`src/rtl/led_seq_pkg.sv`:
```
// Shared definitions for the LED pattern sequencer: pattern mode encoding.
package led_seq_pkg;

    localparam int MODE_W = 2;

    typedef enum logic [MODE_W-1:0] {
        MODE_BINARY  = 2'd0,
        MODE_ROTATE  = 2'd1,
        MODE_BOUNCE  = 2'd2,
        MODE_BREATHE = 2'd3
    } mode_t;

endpackage

```
`src/rtl/led_pattern_sequencer_prescaler.sv`:
```
// Divisor register and tick down-divider; a divisor of 0 behaves as 1.
module tick_prescaler #(
    parameter int DIV_BITS    = 22,
    parameter int DEFAULT_DIV = 2**22
) (
    input  logic                clk,
    input  logic                rst,
    input  logic [DIV_BITS-1:0] div,
    input  logic                load,
    output logic                tick
);

    // One extra bit so the reset divisor may be 2**DIV_BITS exactly.
    localparam logic [DIV_BITS:0] DEF_DIV = (DIV_BITS+1)'(DEFAULT_DIV);
    localparam logic [DIV_BITS:0] ONE     = {{DIV_BITS{1'b0}}, 1'b1};

    logic [DIV_BITS:0] div_q;
    logic [DIV_BITS:0] div_eff;
    logic [DIV_BITS:0] count_q;
    logic              tc;

    assign div_eff = (div_q == '0) ? ONE : div_q;
    assign tc      = (count_q >= div_eff - ONE);
    assign tick    = tc & ~rst;

    always_ff @(posedge clk or posedge rst) begin
        if (rst) begin
            div_q   <= DEF_DIV;
            count_q <= '0;
        end else begin
            if (load)
                div_q <= {1'b0, div};
            count_q <= tc ? '0 : count_q + ONE;
        end
    end

endmodule

```
`src/rtl/led_pattern_sequencer.sv`:
```
// LED pattern sequencer: prescaled pattern stepping with a valid/ready config
// port whose changes are applied only on tick boundaries.
//   mode         | meaning
//   MODE_BINARY  | led counts up in binary, wraps to 0
//   MODE_ROTATE  | single lit LED rotates left with wrap
//   MODE_BOUNCE  | single lit LED sweeps up then down
//   MODE_BREATHE | all LEDs PWM'd with a triangle-ramped duty
module led_pattern_sequencer
    import led_seq_pkg::*;
#(
    parameter int NUM_LEDS    = 5,
    parameter int DIV_BITS    = 22,
    parameter int DEFAULT_DIV = 2**22,
    parameter int PWM_BITS    = 8
) (
    input  logic                clk,
    input  logic                rst,
    input  logic                cfg_valid,
    output logic                cfg_ready,
    input  logic [MODE_W-1:0]   cfg_mode,
    input  logic [DIV_BITS-1:0] cfg_div,
    output logic [NUM_LEDS-1:0] led,
    output logic                tick
);

    localparam logic [NUM_LEDS-1:0] PAT_ONE = NUM_LEDS'(1);
    localparam logic [NUM_LEDS-1:0] PAT_MSB = PAT_ONE << (NUM_LEDS-1);
    localparam logic [PWM_BITS-1:0] PWM_ONE = PWM_BITS'(1);
    localparam logic [PWM_BITS-1:0] PWM_MAX = '1;

    mode_t               mode_q, mode_d;
    mode_t               pend_mode_q, pend_mode_d;
    logic [DIV_BITS-1:0] pend_div_q, pend_div_d;
    logic                pend_q, pend_d;
    logic [NUM_LEDS-1:0] pat_q, pat_d;
    logic                bdir_q, bdir_d;
    logic [PWM_BITS-1:0] duty_q, duty_d;
    logic                ddir_q, ddir_d;
    logic [PWM_BITS-1:0] pwm_q;
    logic [NUM_LEDS-1:0] led_q, led_d;
    logic                tick_i;
    logic                apply;

    tick_prescaler #(
        .DIV_BITS    (DIV_BITS),
        .DEFAULT_DIV (DEFAULT_DIV)
    ) u_prescaler (
        .clk  (clk),
        .rst  (rst),
        .div  (pend_div_q),
        .load (apply),
        .tick (tick_i)
    );

    assign apply     = tick_i & pend_q;
    assign cfg_ready = ~pend_q;
    assign tick      = tick_i;
    assign led       = led_q;

    always_comb begin
        mode_d      = mode_q;
        pend_mode_d = pend_mode_q;
        pend_div_d  = pend_div_q;
        pend_d      = pend_q;
        pat_d       = pat_q;
        bdir_d      = bdir_q;
        duty_d      = duty_q;
        ddir_d      = ddir_q;

        if (cfg_valid && !pend_q) begin
            pend_d      = 1'b1;
            pend_mode_d = mode_t'(cfg_mode);
            pend_div_d  = cfg_div;
        end

        // An apply-tick only loads start state; stepping resumes on the next tick.
        if (apply) begin
            pend_d = 1'b0;
            mode_d = pend_mode_q;
            pat_d  = (pend_mode_q == MODE_BINARY) ? '0 : PAT_ONE;
            bdir_d = 1'b0;
            duty_d = '0;
            ddir_d = 1'b0;
        end else if (tick_i) begin
            case (mode_q)
                MODE_BINARY: pat_d = pat_q + PAT_ONE;
                MODE_ROTATE: pat_d = (pat_q << 1) | (pat_q >> (NUM_LEDS-1));
                MODE_BOUNCE: begin
                    if (NUM_LEDS > 1) begin
                        if (!bdir_q) begin
                            pat_d = pat_q << 1;
                            if (pat_d == PAT_MSB)
                                bdir_d = 1'b1;
                        end else begin
                            pat_d = pat_q >> 1;
                            if (pat_d == PAT_ONE)
                                bdir_d = 1'b0;
                        end
                    end
                end
                MODE_BREATHE: begin
                    if (!ddir_q) begin
                        duty_d = duty_q + PWM_ONE;
                        if (duty_d == PWM_MAX)
                            ddir_d = 1'b1;
                    end else begin
                        duty_d = duty_q - PWM_ONE;
                        if (duty_d == '0)
                            ddir_d = 1'b0;
                    end
                end
                default: pat_d = pat_q;
            endcase
        end

        led_d = (mode_q == MODE_BREATHE) ? {NUM_LEDS{pwm_q < duty_q}} : pat_q;
    end

    always_ff @(posedge clk or posedge rst) begin
        if (rst) begin
            mode_q      <= MODE_BINARY;
            pend_mode_q <= MODE_BINARY;
            pend_div_q  <= '0;
            pend_q      <= 1'b0;
            pat_q       <= '0;
            bdir_q      <= 1'b0;
            duty_q      <= '0;
            ddir_q      <= 1'b0;
            pwm_q       <= '0;
            led_q       <= '0;
        end else begin
            mode_q      <= mode_d;
            pend_mode_q <= pend_mode_d;
            pend_div_q  <= pend_div_d;
            pend_q      <= pend_d;
            pat_q       <= pat_d;
            bdir_q      <= bdir_d;
            duty_q      <= duty_d;
            ddir_q      <= ddir_d;
            pwm_q       <= pwm_q + PWM_ONE;
            led_q       <= led_d;
        end
    end

endmodule

```
`config.mk`:
```
export PLATFORM = sky130hd
export DESIGN_NAME = led_pattern_sequencer
export DESIGN_NICKNAME = d
export VERILOG_FILES = /design/src/rtl/led_seq_pkg.sv /design/src/rtl/led_pattern_sequencer_prescaler.sv /design/src/rtl/led_pattern_sequencer.sv
export SDC_FILE = /design/constraint.sdc
export NUM_CORES = 1
export LEC_CHECK = 0
export ABC_AREA = 1
export BUFFER_PORTS_ARGS = -buffer_cell sky130_fd_sc_hd__buf_2
export CORE_AREA = 2 2 137 139
export DETAILED_ROUTE_END_ITERATION = 12
export DIE_AREA = 0 0 139 141
export PLACE_DENSITY = 0.47
export SLEW_MARGIN = 20
export SYNTH_ARGS = -nofsm -noshare
export SYNTH_HDL_FRONTEND = slang
export SYNTH_HIERARCHICAL = 1
export SYNTH_SLANG_ARGS = --single-unit
```
`constraint.sdc`:
```
create_clock -name clk -period 9 [get_ports clk]
set_input_delay 0.45 -clock clk [delete_from_list [all_inputs] [get_ports clk]]
set_output_delay 0.45 -clock clk [all_outputs]
set_load 0.03 [all_outputs]
```
# Yosys cells after proc, flatten, opt, wreduce, memory -nomap -nowiden
# Index checks and enable logic that the tools add are counted.
# totals
input_bits	27
word_cells	71
out_inout_bits	7
ff_bits	101
# classes
n_mux	26
order_cmp	2
n_reduce_logical	14
bitwise	5
n_eq_ne	6
add_sub_neg	6
# ops
op	n
23-bit 2-to-1 mux	2
8-bit 2-to-1 mux	4
23-bit by 1-bit adder with 23-bit output, second input constant	1
23-bit >= comparator	1
23-bit zero test	1
23-bit by 1-bit subtractor with 23-bit output, second input constant	1
5-bit 2-to-1 mux	4
8-bit by 1-bit adder with 8-bit output, second input constant	2
1-bit 2-to-1 mux	15
5-bit case mux with 3 select lines	1
8-bit == test, second input constant	1
8-bit zero test	1
8-bit < comparator	1
2-bit nonzero test	4
8-bit by 1-bit subtractor with 8-bit output, second input constant	1
2-bit AND reduction	3
5-bit by 1-bit adder with 5-bit output, second input constant	1
5-bit by 1-bit OR with 5-bit output	1
2-bit == test, second input constant	2
4-bit by 1-bit == test with 1-bit output, second input constant	1
4-bit == test, second input constant	1
2-bit zero test	2
4-bit nonzero test	1
1-bit bitwise AND	2
other kinds (4)	5

# Longest topological paths before layout
# Gate-level depths: netlist of run 1.
# logic_depth
word_depth	8
mapped_depth	30
mapped_depth_nobuf	30

# Hierarchy
# Netlist of run 1, hierarchy kept.
# modules_own_cells
mod	cells_each	area_per_inst_um2	n_inst	seq_area_each_um2
tick_prescaler	439	3316.9	1	1152.4
led_pattern_sequencer	311	2881.5	1	1376.3

# Least setup slack after synthesis of run 1
# No wires, ideal clock.
# synth_path
path_kind	register to register
from	register u_prescaler.div_q[22]
to	register u_prescaler.div_q[0]
path_buffers	2
path_stages_with_launch	28
t_arrival_ns	3.874
slack_ns	4.991
path_cell_list	dfstp_2 -> inv_1 -> nand2_1 -> nor2_1 -> nand3_2 -> nand2_1 -> inv_2 -> ha_1 -> nand2_2 -> nor2_4 -> nand3_2 -> nor2_4 -> nand3_1 -> xor2_1 -> ha_1 -> nand2_1 -> nor2_1 -> nand4_1 -> nor2_1 -> nand2_1 -> nand4_4 -> nand2_1 -> inv_1 -> nand2_2 -> inv_2 -> buf_2 -> clkbuf_1 -> o21ai_0
# synth_via
elab_chain_cells	6
# synth_lines
element	line	text
from (decl)	led_pattern_sequencer_prescaler.sv:17	logic [DIV_BITS:0] div_q;
from (signal assigned)	led_pattern_sequencer_prescaler.sv:32	div_q <= {1'b0, div};
23-bit zero test	led_pattern_sequencer_prescaler.sv:22	assign div_eff = (div_q == '0) ? ONE : div_q;
23-bit 2-to-1 mux *	led_pattern_sequencer_prescaler.sv:22	
23-bit by 1-bit subtractor with 23-bit output *	led_pattern_sequencer_prescaler.sv:23	assign tc = (count_q >= div_eff - ONE);
23-bit >= comparator *	led_pattern_sequencer_prescaler.sv:23	
1-bit bitwise AND *	led_pattern_sequencer_prescaler.sv:24	assign tick = tc & ~rst;
net tick	led_pattern_sequencer.sv:23	output logic tick
1-bit bitwise AND *	led_pattern_sequencer.sv:55	assign apply = tick_i & pend_q;
net apply	led_pattern_sequencer.sv:42	logic apply;
# The timed path passes the listed nets; every way through them passes the cells marked *.
# A chain may end at the register's enable or synchronous reset.

# Worst setup path after layout of run 1
# layout_path
from	register u_prescaler.div_q[12]
to	register pat_q[3]
# layout_via
elab_chain_cells	8
word_cells_on_any_way	10
# layout_lines
element	line	text
23-bit zero test	led_pattern_sequencer_prescaler.sv:22	
23-bit 2-to-1 mux *	led_pattern_sequencer_prescaler.sv:22	
23-bit by 1-bit subtractor with 23-bit output *	led_pattern_sequencer_prescaler.sv:23	
23-bit >= comparator *	led_pattern_sequencer_prescaler.sv:23	
1-bit bitwise AND *	led_pattern_sequencer_prescaler.sv:24	
1-bit bitwise AND *	led_pattern_sequencer.sv:55	
net apply	led_pattern_sequencer.sv:42	
4-bit nonzero test (no source line) or 2-bit nonzero test (tied branches)	--	
2-bit AND reduction (no source line)	--	
to (signal assigned)	led_pattern_sequencer.sv:136	pat_q <= pat_d;
to (decl)	led_pattern_sequencer.sv:35	logic [NUM_LEDS-1:0] pat_q, pat_d;
# Marks and branches as above.

==> reports/results.txt, run 1 <==
The flow ran to the end, and the final reports show no timing, DRC or antenna violations. Max-cap violations in this run came to 0. The number of nets handed over by synthesis was 820. The count of endpoints failing hold in the final timing report is 0.

The logs give 14,400 µm for the wire length reported by the detailed router and 19,600 µm² for the area of the die. For this run, the detailed router's first-pass iteration total came to 4. Counting cells, the worst reg-to-reg path comes to 30. At the worst endpoint, the required time is 9.28 ns. The quantity of gates resized following cts is 0. After the first detailed-routing iteration, the DRC count stood at 167. Final hold analysis gives a worst-case slack of 0.0606 ns. The pin count of the biggest net entering global routing was 48. Setup repair after global routing left no endpoint under its margin.

The area used by sequential logic in the layout is 2530 µm². The global-route usage over all layers was 0.154. The later-pin clock latency in the skew report was 0.35 ns; the number of antenna violations at the first check in global routing was 0. The tools report the global placement routability congestion as 0.834.

The share of the clock period used by the worst path after layout came out at 0.543. The number of antenna diodes in the final layout is 0. Summing internal, switching and leakage power gives 0.853 mW.

The clock net sink count is 101. Type of element capturing the critical path: a flop. Counting stages on the worst path, the most repeated cell is sky130_fd_sc_hd__nand2_1.

Dividing the detail-routed via count by the number of cells gives 4.85. For the static leakage power, the log shows 3.42 nW. Yosys mapped the design onto 34 distinct sky130hd cell types. The total CTS buffers is 9, and the remaining routing DRC violations is 0. The area of the core came out at 18,300 µm².

In this run the post-CTS setup repair buffer count came out at 0. The leading cell type in the layout, fill and taps excluded was sky130_fd_sc_hd__nand2_1. Of all nets on the critical path, the largest fanout is 41.

The per-instance average area after synthesis works out to 8.26 µm². For the final database, setup skew stands at 0.0102 ns. TritonCTS built the clock tree. The Yosys step of the flow raised 6 warnings. The tools report the number of global-route vias before repair as 5,081. The H-tree was split into 3 levels. The maximum cell stage delay along the critical path is 0.49 ns. The number of buffers added on ports was 33; the layout cell share with drive strength beyond 1 was 0.142.

The worst slew slack as a fraction of its limit is 0.574, and the worst setup slack for register-to-register paths is 4.11 ns. In this run the critical register-to-register path is captured at pat_q[3]$_DFFE_PP0P_. Total vias in the final route: 4,966. The signal arrival time at the worst endpoint came out at 5.16 ns. The die is 139 µm wide.

The worst hold path belongs to the class in2async. Summing every instance area after synthesis gives 6200 µm². For the final max-slew violation count, the log shows 0.

The layout overhead on the synthesized area was 10.9%. In the final routed layout, each cell accounts on average for 14.1 µm. Fill cells in the final layout number 1,912. Across the VDD grid, the largest voltage drop is 93.8 µV. The tools report the sequential area share after synthesis as 0.408.

The critical path start-end classification was reg2reg. For the multi-input gate area in the final layout, the log shows 3270 µm². The half-perimeter wire length after detailed placement came out at 11,000 µm.

The first global-routing pass estimated 24,400 µm of wire. The measured slew at the worst slew-check pin is 0.637 ns, and the initial core utilization is 0.339. In this run, post-CTS hold repair placed 0 buffers. Clock-pin slew was measured on the worst setup and hold paths at 0.08 ns. The detail route stage leaves a number of antenna-violating nets equal to 0. The clock period could shrink to 4.89 ns. In this run the critical register-to-register path is launched from u_prescaler/div_q[12]$_DFFE_PP0P_. The largest individual stage delay along the critical path comes from the cell sky130_fd_sc_hd__inv_2.

In the final design database the tool counted 855 nets. Setup violation total in the final timing report: 0. The total grt overflow was 0; the total power divided by cell area was 124 nW/µm². The library cells used most frequently in the layout, excluding fill and tap cells, are sky130_fd_sc_hd__nand2_1 (176), sky130_fd_sc_hd__dfrtp_1 (100), sky130_fd_sc_hd__nor2_1 (89), sky130_fd_sc_hd__inv_1 (81). The highest clock rate is 205 MHz, and the vertical extent of the die is 141 µm. The run gives 2 as the buffer depth of the longest clock path. For the boundary pin count, the log shows 34.

Counting every instance in the synthesized netlist gives 750. The tools report the root buffer selected by CTS as sky130_fd_sc_hd__clkbuf_16. Kind of start point of the critical path: a flop. The run gives 0 ns as the summed negative setup slack over all endpoints.

The post-synthesis sequential element count was 101. For the standard-cell row count, the log shows 50.
==> cell type report <==
cell class,instances,share of cell area
Clock inverter,6,0.00764
Inverter,87,0.0475
Timing Repair Buffer,35,0.0262
Tap cell,234,0.0426
Clock buffer,10,0.0333
Multi-Input combinational cell,551,0.475
Sequential cell,101,0.368
==> flip-flops by register name, indices dropped and copies added (netlist names) <==
signal,count
bdir_q,1
ddir_q,1
duty_q,8
led,5
mode_q,2
pat_q,5
pend_div_q,22
pend_mode_q,2
pend_q,1
pwm_q,8
u_prescaler/count_q,23
u_prescaler/div_q,23
==> metrics by stage <==
step           worst slack [ns]  instance area, µm²   util  std cells
6_report                   4.11                6880  0.376       1024
5_1_grt                    3.54                6880  0.376       1024
4_1_cts                    4.07                6880  0.376       1024
3_5_place_dp               4.09                6590  0.361       1008
3_3_place_gp               4.29                6590  0.361       1008
2_1_floorplan              4.99                6200      -        750
==> routing by layer <==
metal	part of all wire	vias up	GRT usage
met5	0	-	0
met4	0.013	0	0.0425
met3	0.030	16	0.0336
met2	0.50	49	0.278
met1	0.45	2396	0.184
li1	-	2505	-
==> kinds of logic after synthesis <==
group,share of synthesized area
buffers and inverters,0.0652
XOR/XNOR,0.0565
AO/OA/AOI/OAI,0.0696
AND/OR/NAND/NOR,0.259
adder cells (fa/ha/maj),0.0868
multiplexers,0.0545
flip-flops,0.408
==> how the worst max path moves through the flow <==
stage / from / endpoint / slack [ns] / cells after the start
2_1_floorplan: u_prescaler/div_q[22]$_DFFE_PP1P_ / u_prescaler/div_q[0]$_DFFE_PP0P_ / 4.99 / 27
3_3_place_gp: u_prescaler/div_q[22]$_DFFE_PP1P_ / pat_q[1]$_DFFE_PP0P_ / 4.29 / 30
3_5_place_dp: u_prescaler/div_q[12]$_DFFE_PP0P_ / pat_q[3]$_DFFE_PP0P_ / 4.09 / 30
4_1_cts: u_prescaler/div_q[12]$_DFFE_PP0P_ / pat_q[3]$_DFFE_PP0P_ / 4.07 / 30
5_1_grt: u_prescaler/div_q[12]$_DFFE_PP0P_ / pat_q[3]$_DFFE_PP0P_ / 3.54 / 30
6_report: u_prescaler/div_q[12]$_DFFE_PP0P_ / pat_q[3]$_DFFE_PP0P_ / 4.11 / 30
==> worst max-delay path: cells and delay by family, from the launching register on <==
kind | cells | cell delay, ns
DFF | 1 | 0.44
xor gates and xnor gates | 1 | 0.15
and+or+nand+nor | 23 | 2.69
adders and majority gates | 2 | 0.53
buffers and inverters | 3 | 0.87
AOI/OAI and AO/OA | 1 | 0.11
==> cell usage after synthesis (all sizes together) <==
master  number  area, µm²
o21a         2       15.0
xor2        31        272
a21o         2       15.0
nor3        14        106
dfrtp      100       2500
nand3b       2       15.0
buf          8       66.3
inv         87        327
nand3       43        230
o21bai       3       22.5
nand2      181        692
o22ai        6       37.5
nor4         2       25.0
mux2        30        338
xnor2        9       78.8
o21ai       43        215
nand4       19        134
nor2        97        399
clkbuf       3       11.3
a21oi       20        100
o221ai       3       26.3
ha          43        538
and3         1       6.26
dfstp        1       26.3
==> report_power, final <==
part	switching, mW	internal (mW)	total, mW
sequential	0	0.453	0.453
clock	0.190	0.194	0.384
combinational	0.0108	0.00464	0.0154
Note: power is estimated with default switching activity, not from simulation.
==> inputs of run 2 (changes only) <==
PLACE_DENSITY = 0.49   (was 0.47)
clock period = 4.2 ns   (was 9 ns; I/O delays follow)
==> reports/results.txt, run 2 (same netlist as run 1, synthesis figures left out) <==
The number of global-route vias before repair was 4,839 (was 5,081). The run gives 5 (was 4) as the number of search-and-repair iterations in the first detailed-routing pass. The kind of start point of the critical path is a flop (unchanged).

The vertical extent of the die was 141 µm (unchanged); the number of nets with antenna violations after detailed routing was 0 (unchanged). The tools report the total CTS buffers as 9 (unchanged). The measured slew at the worst slew-check pin was 0.713 ns (was 0.637 ns). The remaining routing DRC violations was 0 (unchanged).

For the buffer depth of the longest clock path, the log shows 2 (unchanged). The signal arrival time at the worst endpoint was 3.62 ns (was 5.16 ns). The clock period could shrink to 3.83 ns. The path type of the worst min-delay path was in2async (unchanged). The run gives 24,500 µm (was 24,400 µm) as the first-pass GRT wire length.

The logs give 11,000 µm (about the same) for the half-perimeter wire length after detailed placement and 0 (unchanged) for the count of endpoints failing hold in the final timing report. The number of placed instances, taps included is 1,018 (was 1,008). The end-of-flow core utilization is 0.384 (was 0.376).

The run gives 0 (unchanged) as the reported max-cap violation count. The layout cell share with drive strength beyond 1 is 0.163 (was 0.142), and the boundary pin count is 34 (unchanged). The logs give 3 (unchanged) for the number of levels the H-tree was split into and 1,037 (was 1,024) for the number of standard cells in the layout, taps in and fillers out. The number of buffers added on ports is 33 (unchanged), and the area of the die is 19,600 µm² (unchanged). For the net count reported at finish, the log shows 867 (was 855). The leading cell type in the layout, fill and taps excluded was sky130_fd_sc_hd__nand2_1 (unchanged). The logs give 3.49 nW (was 3.42 nW) for the static leakage power and 221 (was 167) for the first-iteration detailed-routing DRC count.

Total vias in the final route: 4,881 (was 4,966). The tools report the required time of the critical path as 3.99 ns (was 9.28 ns). The share of the clock period used by the worst path after layout works out to 0.912. The total power divided by cell area was 262 nW/µm² (was 124 nW/µm²); the area of the core was 18,300 µm² (unchanged). The peak ir drop on the vdd network came out at 170 µV (was 93.8 µV). Per-cell via count in the routed design: 4.71 (was 4.85). The type of element capturing the critical path is an output port (was a flop). Top library cells by usage in the layout, fill and taps aside: sky130_fd_sc_hd__nand2_1 (176), sky130_fd_sc_hd__dfrtp_1 (100), sky130_fd_sc_hd__nor2_1 (84), sky130_fd_sc_hd__inv_1 (80) (was sky130_fd_sc_hd__nand2_1 (176), sky130_fd_sc_hd__dfrtp_1 (100), sky130_fd_sc_hd__nor2_1 (89), sky130_fd_sc_hd__inv_1 (81)). Critical path start-end classification: reg2out (was reg2reg). The worst hold margin was 0.0548 ns (was 0.0606 ns); the global placement routability congestion was 0.846 (was 0.834).

For the setup violation total in the final timing report, the log shows 0 (unchanged). The flow ran to the end, and the final reports show no timing, DRC or antenna violations. Derived from the worst setup path, the maximum achievable clock frequency is 261 MHz. The logs give 0 (unchanged) for the final max-slew violation count and 56 (was 48) for the pin count of the biggest net entering global routing. The root buffer selected by CTS is sky130_fd_sc_hd__clkbuf_16 (unchanged).

The global-route usage over all layers came out at 0.156 (was 0.154). The wire length reported by the detailed router is 14,200 µm (was 14,400 µm), and the clock-pin slew reported for the worst setup and hold paths after clock tree synthesis is 0.08 ns (about the same). Registers with the most flip-flops: u_prescaler/count_q: 23 flops, u_prescaler/div_q: 23 flops, pend_div_q: 22 flops (unchanged). Final setup skew: 0.0184 ns (was 0.0102 ns). The logs give 0.339 (unchanged) for the initial core utilization and 101 (unchanged) for the clock net sink count. Worst slew slack as a fraction of its limit: 0.525 (was 0.574). Total grt overflow: 0 (unchanged). Setup repair after global routing could not meet its margin everywhere. The total design power came out at 1.84 mW (was 0.853 mW).

The die width came out at 139 µm (unchanged). The layout overhead on the synthesized area was 13.3% (was 10.9%); the routed wirelength normalized by instance count was 13.7 µm (was 14.1 µm). The largest fanout of any net on the critical path came out at 5 (was 41). TritonCTS built the clock tree. The later-pin clock latency in the skew report is 0.36 ns (was 0.35 ns). The logs give 1 (was 0) for the number of antenna violations at the first check in global routing and 0 (unchanged) for the quantity of hold-fixing buffers added after cts. The run gives 50 (unchanged) as the standard-cell row count.
## run 2: final timing paths
path,start,to,slack (ns),cells past startpoint
max in group asynchronous,rst,pend_div_q[20]$_DFFE_PP0P_,3.66,3
hold reg to reg,u_prescaler/div_q[22]$_DFFE_PP1P_,u_prescaler/div_q[22]$_DFFE_PP1P_,0.47,2
hold / removal,rst,duty_q[4]$_DFFE_PP0P_,0.05,3
setup reg to reg,u_prescaler/div_q[22]$_DFFE_PP1P_,u_prescaler/div_q[3]$_DFFE_PP0P_,0.37,26
setup / recovery,u_prescaler/div_q[22]$_DFFE_PP1P_,tick,0.37,24
min in group clk,cfg_div[10],pend_div_q[10]$_DFFE_PP0P_,0.08,2
## run 2: stage by stage
stage,instance area (µm²),setup TNS [ns],setup slack (ns)
after detailed placement,6680,0,0.188
final,7020,0,0.368
after global routing,7020,-0.188,-0.0343
after CTS,6980,0,0.179
after global placement,6680,0,0.194
after floorplan,6200,0,0.191
## run 2: what timing repair did
action | in CTS | in global routing
endpoints found under the setup margin | 0 | 20
gates resized for setup | 0 | 9
buffers inserted | 0 | 2
## run 2: cell type report
type / instances / area, µm²
fillers: 1895 / 11200
multi-input cells: 551 / 3290
flip-flops and latches: 101 / 2530
inverters: 87 / 327
well taps: 234 / 293
repair buffers: 47 / 283
clock buffers: 10 / 229
clock inverters: 6 / 65.1
diodes: 1 / 2.50
## run 2: layer usage
metal	global-route usage	routed length (µm)	vias up
met2	0.245	6360	69
met3	0.0299	432	14
met5	0	0	-
met1	0.219	7230	2248
met4	0.0447	196	0
li1	-	-	2550
## run 2: critical path, cell delays in order (launching register included)
cell and delay [ns]:
sky130_fd_sc_hd__dfstp_2 0.54, sky130_fd_sc_hd__inv_1 0.05, sky130_fd_sc_hd__nand2_1 0.06, sky130_fd_sc_hd__nor2_1 0.05, sky130_fd_sc_hd__nand3_2 0.11, sky130_fd_sc_hd__nand2_1 0.09, sky130_fd_sc_hd__inv_2 0.06, sky130_fd_sc_hd__ha_1 0.19
sky130_fd_sc_hd__nand2_2 0.10, sky130_fd_sc_hd__nor2_4 0.13, sky130_fd_sc_hd__nand3_4 0.11, sky130_fd_sc_hd__nor2_4 0.12, sky130_fd_sc_hd__nand3_1 0.09, sky130_fd_sc_hd__xor2_1 0.15, sky130_fd_sc_hd__ha_1 0.29, sky130_fd_sc_hd__nand2_1 0.08
sky130_fd_sc_hd__nor2_2 0.15, sky130_fd_sc_hd__nand4_1 0.13, sky130_fd_sc_hd__nor2_1 0.13, sky130_fd_sc_hd__nand2_1 0.09, sky130_fd_sc_hd__nand4_4 0.08, sky130_fd_sc_hd__nand2_1 0.08, sky130_fd_sc_hd__inv_2 0.08, sky130_fd_sc_hd__buf_4 0.14
sky130_fd_sc_hd__buf_2 0.19
## run 2: where the power goes
group / internal, mW / switching, mW / leakage [nW]
clock: 0.422 / 0.415 / 0.144
combinational: 0.00999 / 0.0238 / 2.16
sequential: 0.972 / 0 / 1.19
